<file path="src/rtl/gba_pix_pkg.sv">
// Shared definitions for the GBA pixel path: packed FIFO word layout and pixel type.
package gba_pix_pkg;

   localparam int GBA_LINE_PIXELS = 240;

   localparam int WORD_SOF     = 31;
   localparam int WORD_SOL     = 30;
   localparam int WORD_PIX1_HI = 29;
   localparam int WORD_PIX1_LO = 15;
   localparam int WORD_PIX0_HI = 14;
   localparam int WORD_PIX0_LO = 0;

   typedef logic [14:0] rgb555_t;

   function automatic logic [31:0] pack_word(input logic    sof,
                                             input logic    sol,
                                             input rgb555_t pix1,
                                             input rgb555_t pix0);
      logic [31:0] w;
      w                            = '0;
      w[WORD_SOF]                  = sof;
      w[WORD_SOL]                  = sol;
      w[WORD_PIX1_HI:WORD_PIX1_LO] = pix1;
      w[WORD_PIX0_HI:WORD_PIX0_LO] = pix0;
      return w;
   endfunction

endpackage

</file>
<file path="src/rtl/fifo_pixel_packer.sv">
// Packs pairs of RGB555 pixels into 32-bit words for the dual-clock FIFO write side,
// tracking line framing; one-word output register, in_ready drops only while it is stuck on wfull.
module fifo_pixel_packer
   import gba_pix_pkg::*;
#(
   parameter int LINE_PIXELS = GBA_LINE_PIXELS,
   parameter int ERR_W       = 8
) (
   input  logic             clk,
   input  logic             wrst_n,
   input  logic             in_valid,
   output logic             in_ready,
   input  logic [14:0]      in_data,
   input  logic             in_sol,
   input  logic             in_sof,
   output logic [31:0]      fifo_wdata,
   output logic             fifo_winc,
   input  logic             fifo_wfull,
   output logic [7:0]       line_cnt,
   output logic [ERR_W-1:0] err_cnt
);

   localparam logic [1:0] ST_IDLE = 2'd0;
   localparam logic [1:0] ST_LO   = 2'd1;
   localparam logic [1:0] ST_HI   = 2'd2;

   localparam int               CNT_W    = $clog2(LINE_PIXELS + 1);
   localparam logic [CNT_W-1:0] CNT_ONE  = CNT_W'(1);
   localparam logic [CNT_W-1:0] CNT_LAST = CNT_W'(LINE_PIXELS);

   logic [1:0]       state, state_nxt;
   logic [CNT_W-1:0] pix_cnt, pix_cnt_nxt;
   rgb555_t          pix0_q;
   logic             sof_q, sol_q;
   logic             word_valid;
   logic [31:0]      word_q, word_nxt;

   logic accept, sol_eff;
   logic load_word, take_pix0, new_sof, new_sol;
   logic err_inc, line_inc, line_clr;

   assign in_ready   = ~(word_valid & fifo_wfull);
   assign fifo_winc  = word_valid & ~fifo_wfull;
   assign fifo_wdata = word_q;

   assign accept  = in_valid & in_ready;
   assign sol_eff = in_sol | in_sof;

   always_comb begin
      state_nxt   = state;
      pix_cnt_nxt = pix_cnt;
      word_nxt    = word_q;
      load_word   = 1'b0;
      take_pix0   = 1'b0;
      new_sof     = 1'b0;
      new_sol     = 1'b0;
      err_inc     = 1'b0;
      line_inc    = 1'b0;
      line_clr    = 1'b0;

      if (accept) begin
         if (sol_eff) begin
            // An open line ends early; a held pix0 leaves as a half word in the
            // same cycle the new line's first pixel takes its place.
            if (state != ST_IDLE) begin
               err_inc = 1'b1;
            end
            if (state == ST_HI) begin
               load_word = 1'b1;
               word_nxt  = pack_word(sof_q, sol_q, '0, pix0_q);
            end
            take_pix0   = 1'b1;
            new_sof     = in_sof;
            new_sol     = 1'b1;
            pix_cnt_nxt = CNT_ONE;
            line_clr    = in_sof;
            state_nxt   = ST_HI;
         end else begin
            case (state)
               ST_LO: begin
                  take_pix0   = 1'b1;
                  pix_cnt_nxt = pix_cnt + CNT_ONE;
                  state_nxt   = ST_HI;
               end
               ST_HI: begin
                  load_word   = 1'b1;
                  word_nxt    = pack_word(sof_q, sol_q, in_data, pix0_q);
                  pix_cnt_nxt = pix_cnt + CNT_ONE;
                  if ((pix_cnt + CNT_ONE) == CNT_LAST) begin
                     line_inc  = 1'b1;
                     state_nxt = ST_IDLE;
                  end else begin
                     state_nxt = ST_LO;
                  end
               end
               default: begin
                  err_inc = 1'b1;
               end
            endcase
         end
      end
   end

   always_ff @(posedge clk or negedge wrst_n) begin
      if (!wrst_n) begin
         state   <= ST_IDLE;
         pix_cnt <= '0;
         pix0_q  <= '0;
         sof_q   <= 1'b0;
         sol_q   <= 1'b0;
      end else begin
         state   <= state_nxt;
         pix_cnt <= pix_cnt_nxt;
         if (take_pix0) begin
            pix0_q <= in_data;
            sof_q  <= new_sof;
            sol_q  <= new_sol;
         end
      end
   end

   // Loading only happens on an accepted pixel, so the register is empty or draining.
   always_ff @(posedge clk or negedge wrst_n) begin
      if (!wrst_n) begin
         word_valid <= 1'b0;
         word_q     <= '0;
      end else begin
         word_valid <= load_word | (word_valid & ~fifo_winc);
         if (load_word) begin
            word_q <= word_nxt;
         end
      end
   end

   always_ff @(posedge clk or negedge wrst_n) begin
      if (!wrst_n) begin
         line_cnt <= '0;
         err_cnt  <= '0;
      end else begin
         if (line_clr) begin
            line_cnt <= '0;
         end else if (line_inc) begin
            line_cnt <= line_cnt + 8'd1;
         end
         if (err_inc && (err_cnt != '1)) begin
            err_cnt <= err_cnt + ERR_W'(1);
         end
      end
   end

endmodule

</file>
<file path="config.mk">
export PLATFORM = sky130hd
export DESIGN_NAME = fifo_pixel_packer
export DESIGN_NICKNAME = d
export VERILOG_FILES = /design/src/rtl/gba_pix_pkg.sv /design/src/rtl/fifo_pixel_packer.sv
export SDC_FILE = /design/constraint.sdc
export NUM_CORES = 1
export LEC_CHECK = 0
export CORE_AREA = 2 2 90 92
export CTS_CLUSTER_SIZE = 14
export DETAILED_ROUTE_END_ITERATION = 16
export DIE_AREA = 0 0 92 94
export GPL_TIMING_DRIVEN = 1
export PLACE_DENSITY_LB_ADDON = 0.2
export SYNTH_ARGS = -nofsm -noshare
export SYNTH_HDL_FRONTEND = slang
export SYNTH_SLANG_ARGS = --single-unit
</file>
<file path="constraint.sdc">
create_clock -name clk -period 2 [get_ports clk]
set_input_delay 0.2 -clock clk [delete_from_list [all_inputs] [get_ports clk]]
set_output_delay 0.2 -clock clk [all_outputs]
set_load 0.01 [all_outputs]
</file>
* Word-level counts from Yosys, hierarchy flattened *
Cells that the tools add are included.

cells by class
  $add $sub $neg = 3
  equal/unequal tests = 4
  multiplexer cells = 27
  bitwise logic cells = 9
  reduce and logical (&&, ||, !) cells = 9

operators by type and width
  kind                 count
  $mux 32              3
  $mux 8               4
  $add 8x1->8 const B  3
  $mux 1               18
  $eq 8x8->1 const B   1
  $ne 8x8->1 const B   1
  $reduce_bool 2->1    3
  $and 1x1->1          4
  $pmux 2 s2           1
  $reduce_and 2->1     2
  $not 1->1            3
  $reduce_and 3->1     1
  $reduce_bool 3->1    1
  $eq 2x1->1 const B   1
  $eq 2x2->1 const B   1
  $mux 2               1
  $or 1x1->1           2
  $reduce_or 2->1      1
  $logic_and 1x1->1    1

storage, ports and cells
  flip-flop bits (word level) = 76
  input bits = 21
  output and inout bits = 50

* Logic depth before layout (Yosys ltp) *
  word-level depth = 8
  mapped depth = 8

* Worst setup path before layout *
No wires, ideal clock.

  kind = reg2reg
  start = reg pix_cnt[0]
  end = reg line_cnt[7]
  library setup time = 78 ps
  data arrival time = 2146 ps
  setup slack = -224 ps
  stages on the path, launching flop included = 9
  path buffers = 2
  path through = dfrtp_1 ha_1 clkbuf_2 nor3b_1 a32oi_2 a211o_1 buf_6 or4_1 a21oi_1

between the ends
  word-level cells in the longest chain between the ends = 7

ends and longest elaborated chain
  element                             line                      RTL
  start: declaration                  fifo_pixel_packer.sv:32   logic [CNT_W-1:0] pix_cnt, pix_cnt_nxt;
  start signal: assignment            fifo_pixel_packer.sv:113  pix_cnt <= pix_cnt_nxt;
  $add 8x1->8                         fifo_pixel_packer.sv:89   if ((pix_cnt + CNT_ONE) == CNT_LAST) begin
  $eq 8x8->1                          fifo_pixel_packer.sv:89
  $mux 1                              fifo_pixel_packer.sv:89
  $mux 1                              fifo_pixel_packer.sv:79   case (state)
  $mux 1                              fifo_pixel_packer.sv:62   if (sol_eff) begin
  $mux 1                              fifo_pixel_packer.sv:61   if (accept) begin
  $reduce_bool 2->1 (no source line)  n/a
  end signal: assignment              fifo_pixel_packer.sv:143  line_cnt <= line_cnt + 8'd1;
  end: declaration                    fifo_pixel_packer.sv:19   output logic [7:0] line_cnt,

No other way between the ends.
A chain may end at the register's enable or synchronous reset.

* Worst setup path after layout *
  start = reg pix_cnt[1]
  end = reg line_cnt[6]

Same word-level chain as after synthesis.

==> run_results.csv <==
group,metric,value,unit
sta,finalCritPeriodShare,104,%
power_and_ir_drop,p_leak,2.02,nW
setup_path,crit_path_cell_trace,"ha_4, nor3b_2, a32oi_2, a211o_4, or4_4, a21oi_2",
die,die-area,0.00865,mm2
synth,synth_seq_cells,76,
setup_path,max_stage_delay,0.52,ns
placement,dpl_worst_slack,-0.216,ns
cells_and_area,diodes,0,
die,row_count,32,
clock_network,htree_levels,3,
route,first_iter_violations,150,
clock_network,tritoncts,"yes",
global_route,grt_pass1_wl,13200,um
placement,dpl.cell_count,492,
clock_network,clk_latency,0.34,ns
global_route,overflow,0,
synth,ys_seq_area_share,55.3,%
sta,layout_min_cycle_time,2.08,ns
die,die-height,94,um
die,io_pins,71,
route,vias,2722,
worst_hold_path,hold_class,"input pin to async pin",
cells_and_area,num-nets-final,439,
synth,yosys-mux-area-fraction,11.1,%
cells_and_area,area_delta_synth_final,41.9,%
synth,synth_fp_nets,331,
sta,final-hold-violation-count,0,
clock_network,path_clk_slew,0.08,ns
route,viasPerCell,5.25,
setup_path,slowest_stage,"or4_4",
sta,rsz0062_at_grt,"yes",
route,postRouteWirelength,7850,um
sta,slew_headroom,64.2,%
route,drtAntennaViolNets,0,
placement,dpl-instance-area,0.00446,mm2
power_and_ir_drop,power_density,1010,mW/mm2
route,firstDrtPassIters,4,
sta,fin_skew,0.00838,ns
placement,io_buffers,70,
outcome,failed_checks,"negative setup slack",
setup_path,start_kind,"register",
sta,slew_violations,0,
setup_path,path_max_fanout,8,
setup_path,crit_arrival,2.36,ns
global_route,grtUsageTotal,19.6,%
global_route,grt_max_degree,52,
global_route,first_global_vias,2706,
placement,dp_hpwl,5150,um
die,chipWidth,92,um
die,initial_core_util,45.2,%
clock_network,clock-root-buffer,"clkbuf_8",
die,core_area,0.00761,mm2
synth,synth-compound-area-share,12.7,%
cells_and_area,drive_gt1_share,29.1,%
job,drv_cap,0,
setup_path,end_kind,"register",
sta,setup_viol,6,
route,wl_per_cell,15.2,um
sta,fmax,0.480,GHz
synth,synth_xor_area_share,1.78,%
clock_network,cts.sinks,76,
clock_network,cts_buffers,9,
synth,synth-adder-area-share,2.55,%
synth,yosys_warnings,0,
synth,yosys.area_share.simple,13.1,%
cells_and_area,fin_area,0.00488,mm2
placement,gp_congestion,0.845,
synth,netlist_area,0.00344,mm2
setup_path,required,2.27,ns
setup_path,worstSetupPathType,"register to register",
synth,synth_cells,303,
sta,timing.final.ws_setup,-0.0832,ns
clock_network,cts_buffer_depth,2,
synth,syn_area_per_cell,11.4,um2
synth,synth_top_family_by_area,"simple AND/OR/NAND/NOR gates",
outcome,outcome,"finished, violations left",
route,drc,0,
sta,tightest_slew,0.537,ns
synth,synthDistinctLibCells,45,
power_and_ir_drop,ir_worst_vdd,0.000597,V
cells_and_area,fin_cells,518,
global_route,antenna_found_initial,0,
area by class of cell:
class / instances / area [um2]
fillers: 634 / 2730
flip-flops and latches: 76 / 1900
multi-input cells: 205 / 1600
repair buffers: 113 / 1040
clock buffers: 12 / 145
well taps: 102 / 128
clock inverters: 4 / 48.8
inverters: 6 / 22.5
final timing paths:
path / startpoint / end / slack (ns) / cells after the start
max in group asynchronous: wrst_n / fifo_wdata[19] / 0.95 / 3
min: wrst_n / fifo_wdata[1] / 0.38 / 2
min reg2reg: fifo_wdata[24] / fifo_wdata[24] / 0.49 / 2
max: pix_cnt[1] / line_cnt[6] / -0.08 / 6
min in group clk: in_data[8] / fifo_wdata[23] / 0.44 / 3
max reg2reg: pix_cnt[1] / line_cnt[6] / -0.08 / 6
what timing repair did:
action | in CTS | in global routing
cloned | 2 | 0
endpoints found under the hold margin | 39 | 0
pin swaps | 1 | 2
resized for setup | 15 | 12
hold buffers | 1 | 0
endpoints found under the setup margin | 9 | 8
buffers inserted | 3 | 4
cell families after synthesis:
logic type,count (synthesis)
compound gates,65
xor+xnor,7
fa+ha+maj,7
buf+inv,24
flops,76
mux,34
simple gates,90
state kept, by name (all words and copies together) (netlist names):
| register | cells |
|---|---|
| pix_cnt | 8 |
| pix0_q | 15 |
| err_cnt | 8 |
| sol_q | 1 |
| state | 2 |
| word_valid | 1 |
| fifo_wdata | 32 |
| sof_q | 1 |
| line_cnt | 8 |
layout by cell type, fill, tap and decap left out, types with 7 or more instances in the layout:
cell	n
dfrtp_1	75
clkdlybuf4s50_1	69
nand2_1	46
buf_4	42
mux2_2	33
o21ai_0	24
clkbuf_8	10
o31ai_1	9
nand3_1	8
a21oi_1	8
nand4_1	7
cell usage after synthesis, drive strengths merged:
library cell,instances,area share [%]
a21o,1,0.22
nor3b,2,0.44
and4,3,0.76
or2,1,0.18
nor2,4,0.44
inv,5,0.55
nand3,8,1.2
a21oi,11,1.6
buf,9,1.9
dfrtp,76,55
or4b,2,0.58
o211a,1,0.29
nor3,2,0.29
clkbuf,9,1.0
a211o,1,0.25
xor2,1,0.25
nand3b,2,0.44
mux2,33,11
and3,3,0.55
a2bb2oi,1,0.25
o21ai,27,3.9
a32o,1,0.29
nand4,7,1.3
nand2,47,5.1
xnor2,6,1.5
and2,3,0.55
a32oi,2,0.95
a21bo,1,0.29
a41oi,1,0.25
mux2i,1,0.29
a22o,1,0.25
a31oi,2,0.36
or4,5,1.1
o31ai,10,2.2
clkinv,1,0.11
ha,7,2.5
nor2b,1,0.18
a2111oi,1,0.44
o41ai,3,0.76
a21boi,1,0.33
stage by stage:
stage	utilization (%)	total power [mW]	hold slack [ns]	TNS [ns]
after floorplan	-	2.87	-0.0956	-0.124
final	64.2	4.92	0.380	-0.337
after global routing	64.2	5.24	0.427	-0.869
after detailed placement	58.7	3.75	0.223	-1.16
after CTS	63.0	4.97	0.398	-0.270
after global placement	58.7	3.71	0.214	-0.392
metal layers:
metal	share of wire (%)	global-route usage [%]	vias to the layer above
li1	-	-	1312
met1	45	24.6	1348
met2	50	32.5	53
met3	4.2	6.18	9
met4	1.2	5.97	0
met5	0	0	-
where the power goes:
group	switching [mW]	internal (mW)
logic	0.670	0.940
clock network	0.540	0.610
registers	0.246	1.91
worst max-delay path, delay by kind of cell (launching register included):
family	cells	cell delay [ns]
AND/OR/NAND/NOR	2	0.71
AO/OA/AOI/OAI	3	0.69
flip-flops	1	0.42
adder cells (fa/ha/maj)	1	0.21
Power figures use the tool's default switching activity.
